File: config.mk
export PLATFORM = sky130hd
export DESIGN_NAME = cordic_arbiter
export DESIGN_NICKNAME = d
export VERILOG_FILES = /design/src/rtl/cordic_arb_pkg.sv /design/src/rtl/cordic_rr_arbiter.sv /design/src/rtl/cordic_arbiter.sv
export SDC_FILE = /design/constraint.sdc
export NUM_CORES = 1
export LEC_CHECK = 0
export ABC_AREA = 1
export CAP_MARGIN = 20
export CORE_MARGIN = 3
export CORE_UTILIZATION = 38
export CTS_CLUSTER_SIZE = 25
export DETAILED_ROUTE_END_ITERATION = 12
export HOLD_SLACK_MARGIN = 0.1
export PLACE_DENSITY = 0.82
export SLEW_MARGIN = 10
export SYNTH_ARGS = -nofsm -noshare
export SYNTH_HDL_FRONTEND = slang
export SYNTH_SLANG_ARGS = --single-unit
File: constraint.sdc
create_clock -name clk -period 3.9 [get_ports clk]
set_input_delay 0.78 -clock clk [delete_from_list [all_inputs] [get_ports clk]]
set_output_delay 0.78 -clock clk [all_outputs]
set_load 0.005 [all_outputs]
File: src/rtl/cordic_arb_pkg.sv
// Shared defaults and tag type for the CORDIC request arbiter.
// Optional grant statistics are enabled with CORDIC_ARB_STATS_EN.
package cordic_arb_pkg;

  localparam int NREQ_D  = 4;
  localparam int LAT_D   = 16;
  localparam int W_D     = 16;
  localparam int AW_D    = 32;
  localparam int AN      = 19432;
  localparam int TAG_IDW = 8;

  typedef struct packed {
    logic               valid;
    logic [TAG_IDW-1:0] id;
  } tag_t;

endpackage

File: src/rtl/cordic_rr_arbiter.sv
// Round-robin one-hot selector, searching upward from ptr.
// Part of the cordic_arbiter slice (CORDIC_ARB_STATS_EN lives in the top).
module cordic_rr_arbiter #(
  parameter int NREQ = 4,
  parameter int IW   = 2
) (
  input  logic [NREQ-1:0] req,
  input  logic [IW-1:0]   ptr,
  output logic [NREQ-1:0] gnt,
  output logic [IW-1:0]   idx,
  output logic            any
);

  int j;

  always_comb begin
    gnt = '0;
    idx = '0;
    any = 1'b0;
    j   = 0;
    for (int k = 0; k < NREQ; k++) begin
      j = int'(ptr) + k;
      if (j >= NREQ) j = j - NREQ;
      if (!any && req[j]) begin
        any    = 1'b1;
        idx    = IW'(j);
        gnt[j] = 1'b1;
      end
    end
  end

endmodule

File: src/rtl/cordic_arbiter.sv
// Shares one pipelined CORDIC among NREQ requesters with tagged responses.
// Define CORDIC_ARB_STATS_EN to add per-requester saturating grant counters.
module cordic_arbiter
  import cordic_arb_pkg::*;
#(
  parameter int NREQ = NREQ_D,
  parameter int LAT  = LAT_D,
  parameter int W    = W_D,
  parameter int AW   = AW_D,
  localparam int IW  = (NREQ > 1) ? $clog2(NREQ) : 1
) (
  input  logic               clk,
  input  logic               reset,
  input  logic [NREQ-1:0]    req,
  input  logic [NREQ*AW-1:0] req_angle,
  output logic [NREQ-1:0]    gnt,
  output logic [W-1:0]       cor_xin,
  output logic [W-1:0]       cor_yin,
  output logic [AW-1:0]      cor_angle,
  input  logic [W-1:0]       cor_cos,
  input  logic [W-1:0]       cor_sin,
  output logic               rsp_valid,
  output logic [IW-1:0]      rsp_id,
  output logic [W-1:0]       rsp_cos,
  output logic [W-1:0]       rsp_sin,
`ifdef CORDIC_ARB_STATS_EN
  input  logic               stat_clr,
  output logic [NREQ*16-1:0] stat_cnt,
`endif
  output logic               busy
);

  logic [IW-1:0] ptr;
  logic [IW-1:0] idx;
  logic          any;

  // Stage 0 is loaded with cor_angle; stage LAT lines up with cor_cos/cor_sin.
  tag_t tags [LAT+1];

  assign cor_xin = W'(AN);
  assign cor_yin = '0;

  cordic_rr_arbiter #(
    .NREQ (NREQ),
    .IW   (IW)
  ) u_rr (
    .req (req),
    .ptr (ptr),
    .gnt (gnt),
    .idx (idx),
    .any (any)
  );

  always_ff @(posedge clk or posedge reset) begin
    if (reset) begin
      ptr       <= '0;
      cor_angle <= '0;
      for (int k = 0; k <= LAT; k++) tags[k] <= '0;
      rsp_valid <= 1'b0;
      rsp_id    <= '0;
      rsp_cos   <= '0;
      rsp_sin   <= '0;
    end else begin
      if (any) begin
        cor_angle <= req_angle[idx*AW +: AW];
        ptr       <= (int'(idx) == NREQ-1) ? '0 : idx + 1'b1;
      end
      tags[0] <= '{valid: any, id: TAG_IDW'(idx)};
      for (int k = 1; k <= LAT; k++) tags[k] <= tags[k-1];
      rsp_valid <= tags[LAT].valid;
      if (tags[LAT].valid) begin
        rsp_id  <= tags[LAT].id[IW-1:0];
        rsp_cos <= cor_cos;
        rsp_sin <= cor_sin;
      end
    end
  end

  always_comb begin
    busy = 1'b0;
    for (int k = 0; k <= LAT; k++) busy = busy | tags[k].valid;
  end

`ifdef CORDIC_ARB_STATS_EN
  logic [15:0] cnt [NREQ];

  always_ff @(posedge clk or posedge reset) begin
    if (reset) begin
      for (int i = 0; i < NREQ; i++) cnt[i] <= '0;
    end else begin
      for (int i = 0; i < NREQ; i++) begin
        if (stat_clr) cnt[i] <= '0;
        else if (gnt[i] && cnt[i] != 16'hFFFF) cnt[i] <= cnt[i] + 16'd1;
      end
    end
  end

  always_comb begin
    stat_cnt = '0;
    for (int i = 0; i < NREQ; i++) stat_cnt[i*16 +: 16] = cnt[i];
  end
`endif

endmodule

==> summary.log <==
INFO  detailed_routing wl_per_cell=14.2microns
INFO  logic_synthesis syn-mean-instance-area=8.32squm
INFO  logic_synthesis mapped_area=6060squm
INFO  finish         drive_above_1_share=9.01%
INFO  worst_setup_path critPathKind=reg -> out
INFO  placement      place_hpwl=12100microns
INFO  detailed_routing antenna_violating_nets_post_route=0
INFO  detailed_routing via_count=5385
INFO  floorplanning  initial_utilization=39.3%
INFO  worst_setup_path required_time_worst_endpoint=3.12ns
INFO  timing         finalCritPeriodShare=94.1%
INFO  worst_setup_path timing.critical_path.arrival=2.89ns
INFO  finish         layout.nets=1129
INFO  floorplanning  floorplan.core_area=15400squm
INFO  clocking       ctsHoldBuffers=0
INFO  clocking       cts_inserted_buffers=17
INFO  floorplanning  design.die.area=17500squm
INFO  logic_synthesis synth_enable_flop_cells=0
INFO  logic_synthesis synthFlopType=sky130_fd_sc_hd__dfrtp_1
INFO  clocking       postCtsResizedCells=0
INFO  logic_synthesis synth.most_common_cell=sky130_fd_sc_hd__nand2_1
INFO  grt            number_of_global_route_vias_before_repair=5482
INFO  clocking       postCtsSetupBuffers=0
INFO  worst_setup_path startpoint_type=flop
INFO  finish         nFillCells=1362
INFO  power          total_leakage_power=4.48nW
INFO  timing         rsz0062_at_grt=false
INFO  timing         setup_violating_endpoint_count_in_the_final_report=0
INFO  finish         finish.instance_area=9070squm
INFO  power          irDropWorstVdd=0.000756V
INFO  logic_synthesis async_reset_ff_share=100%
INFO  logic_synthesis ys_top_cells_by_area=sky130_fd_sc_hd__dfrtp_1 (50%), sky130_fd_sc_hd__nand2_1 (18%), sky130_fd_sc_hd__nand3_1 (8.3%)
INFO  grt            grt_overflow=0
INFO  worst_setup_path crit_path_end_kind=primary output
INFO  timing         max_slew_margin=39.6%
INFO  finish         diodes=0
INFO  grt            grtUsageTotal=19.5%
INFO  power          power_density=878nW/um^2
INFO  min_path       hold_class=reg -> reg
INFO  timing         tns=0ns
INFO  worst_setup_path path_max_fanout=9
INFO  logic_synthesis yosys_warnings=0
INFO  logic_synthesis area_fraction_of_the_dominant_cell_type_after_synthesis=49.6%
INFO  timing         slew_viol_final=0
INFO  clocking       clock_transition_at_the_registers_of_the_reported_paths=0.05ns
INFO  timing         tightest_slew=0.904ns
INFO  grt            initial_antenna_violation_count=0
INFO  job            max_cap_viol_count=0
INFO  floorplanning  floorplan.die.height=132microns
INFO  clocking       h-tree-depth=4
INFO  clocking       clock_tree.buffer_depth=2
INFO  logic_synthesis synth_cell_types=28
INFO  floorplanning  die_width=132microns
INFO  finish         synthToLayoutAreaGrowth=49.6%
INFO  timing         hold_viol=0
INFO  logic_synthesis post-synth-top-area-cell=sky130_fd_sc_hd__dfrtp_1
INFO  logic_synthesis synth_commonest_cells=sky130_fd_sc_hd__nand2_1 (283), sky130_fd_sc_hd__dfrtp_1 (120), sky130_fd_sc_hd__nand3_1 (101), sky130_fd_sc_hd__inv_1 (78), sky130_fd_sc_hd__buf_4 (40)
INFO  floorplanning  core.rowCount=45
INFO  clocking       tritoncts=yes
INFO  detailed_routing detailedRoute.firstIterationViolations=282
INFO  grt            grt_max_degree=66
INFO  placement      placement.io_buffers=237
INFO  timing         clock.fmax=273MHz
INFO  logic_synthesis ys_seq_elements=120
INFO  grt            global_route_wire_length_before_repair=27600microns
INFO  logic_synthesis yosysSeqAreaShare=49.6%
INFO  timing         finalCriticalPeriod=3.67ns
INFO  clocking       cts_root_buffer=sky130_fd_sc_hd__clkbuf_16
INFO  status         status=completed
INFO  detailed_routing drc_violations=0
INFO  logic_synthesis syn_inst=728
INFO  detailed_routing aggregate_routed_wire_length=16800microns
INFO  detailed_routing post_drt_via_cell_ratio=4.58
INFO  clocking       cts.sink_count=120
INFO  placement      gp_congestion=0.858
INFO  timing         skew=0.00485ns
INFO  detailed_routing first_pass_iters=4
INFO  placement      placed_area=8470squm
INFO  clocking       insertion_delay=0.40ns
INFO  floorplanning  ios=270
cells in the final DEF (no fill, tap or decap):
cell | netlist | layout
sky130_fd_sc_hd__conb_1 | 2 | 32
sky130_fd_sc_hd__nor2_1 | 1 | 1
sky130_fd_sc_hd__a22oi_1 | 4 | 4
sky130_fd_sc_hd__nor3_1 | 2 | 2
sky130_fd_sc_hd__nand2_1 | 283 | 283
sky130_fd_sc_hd__nand3_1 | 101 | 101
sky130_fd_sc_hd__xor2_1 | 1 | 1
sky130_fd_sc_hd__clkdlybuf4s50_1 | 0 | 237
sky130_fd_sc_hd__o21ai_1 | 1 | 1
sky130_fd_sc_hd__nand3_2 | 3 | 3
sky130_fd_sc_hd__clkbuf_8 | 0 | 2
sky130_fd_sc_hd__buf_16 | 0 | 1
sky130_fd_sc_hd__ha_1 | 8 | 8
sky130_fd_sc_hd__inv_6 | 0 | 2
sky130_fd_sc_hd__clkbuf_16 | 0 | 17
sky130_fd_sc_hd__clkinv_2 | 0 | 1
sky130_fd_sc_hd__inv_2 | 3 | 3
sky130_fd_sc_hd__o21a_1 | 1 | 1
sky130_fd_sc_hd__clkinv_4 | 0 | 2
sky130_fd_sc_hd__bufinv_16 | 0 | 3
sky130_fd_sc_hd__or4_1 | 1 | 1
sky130_fd_sc_hd__nand2_4 | 1 | 1
sky130_fd_sc_hd__clkbuf_1 | 5 | 1
sky130_fd_sc_hd__buf_12 | 0 | 2
sky130_fd_sc_hd__buf_4 | 40 | 7
sky130_fd_sc_hd__nand4_1 | 3 | 3
sky130_fd_sc_hd__clkinvlp_4 | 0 | 3
sky130_fd_sc_hd__nor2_4 | 1 | 2
sky130_fd_sc_hd__inv_1 | 78 | 77
sky130_fd_sc_hd__nor4_1 | 2 | 2
sky130_fd_sc_hd__mux2_2 | 34 | 34
sky130_fd_sc_hd__dfrtp_1 | 120 | 120
sky130_fd_sc_hd__o221ai_1 | 4 | 4
sky130_fd_sc_hd__nand2_2 | 4 | 4
flip-flops by register name (all words and copies together) (netlist names), named ones only:
register	flops
cor_angle	32
rsp_valid	1
tags	51
rsp_cos	16
rsp_id	2
rsp_sin	16
ptr	1
metrics by stage:
stage          instances  power, mW  hold slack [ns]  setup WS, ns  util (%)
2_1_floorplan        758       5.05            0.331          1.50         -
3_3_place_gp        1146       6.27            0.333         0.505      54.7
3_5_place_dp        1147       6.45            0.335         0.486      54.9
4_1_cts             1177       8.07            0.343         0.223      58.8
5_1_grt             1177       8.75            0.342        0.0323      58.8
6_report            1177       7.96            0.345         0.231      58.8
worst max-delay path: stages, from the launching register on:
cell	delay, ns
sky130_fd_sc_hd__dfrtp_1	0.55
sky130_fd_sc_hd__inv_1	0.21
sky130_fd_sc_hd__ha_1	0.40
sky130_fd_sc_hd__inv_1	0.10
sky130_fd_sc_hd__nand2_1	0.09
sky130_fd_sc_hd__nand2_2	0.07
sky130_fd_sc_hd__nor2_4	0.12
sky130_fd_sc_hd__nand3_1	0.17
sky130_fd_sc_hd__o221ai_1	0.22
sky130_fd_sc_hd__clkdlybuf4s50_1	0.54
per-layer routing:
metal | wire length (microns) | global-route usage (%) | vias to the layer above | share of wire [%]
met5 | 0 | 0 | - | 0
met4 | 325 | 7.04 | 0 | 1.9
met3 | 1300 | 6.37 | 26 | 7.7
met2 | 8320 | 33.7 | 215 | 50
met1 | 6820 | 22.6 | 2485 | 41
li1 | - | - | 2659 | -
worst paths after layout:
kind,startpoint,to,slack (ns),cells after the start
max reg2reg,ptr[1]$_DFFE_PP0P_,cor_angle[18]$_DFFE_PP0P_,0.83,14
max in group asynchronous,reset,cor_angle[8]$_DFFE_PP0P_,2.17,3
min reg2reg,tags[82]$_DFF_PP0_,tags[73]$_DFF_PP0_,0.34,0
min in group asynchronous,reset,rsp_sin[0]$_DFFE_PP0P_,0.91,2
max,ptr[1]$_DFFE_PP0P_,gnt[0],0.23,9
min,tags[82]$_DFF_PP0_,tags[73]$_DFF_PP0_,0.34,0
cell type report:
type,count,area [sq um],area share (%)
repair buffers,247,2490,27.5
well taps,211,264,2.91
clock inverters,10,145,1.60
flip-flops and latches,120,3000,33.1
clock buffers,20,457,5.04
inverters,81,308,3.39
multi-input cells,488,2400,26.5
cells by family (layout without fill, tap and decap cells):
kind of cell	after synthesis	count (layout)	share of synthesized area [%]
and+or+nand+nor	403	403	28.1
DFF	120	120	49.6
adders and majority gates	8	8	1.65
buffers and inverters	150	358	12.8
xor gates and xnor gates	1	1	0.145
muxes	34	34	6.32
AOI/OAI and AO/OA	10	10	1.28
other	2	32	0.124
power by group:
part           switching [mW]  leakage, nW  internal, mW
combinational            2.67         2.81          1.74
clock                   0.532        0.289          1.04
sequential              0.222         1.38          1.76
Power figures use the tool's default switching activity.
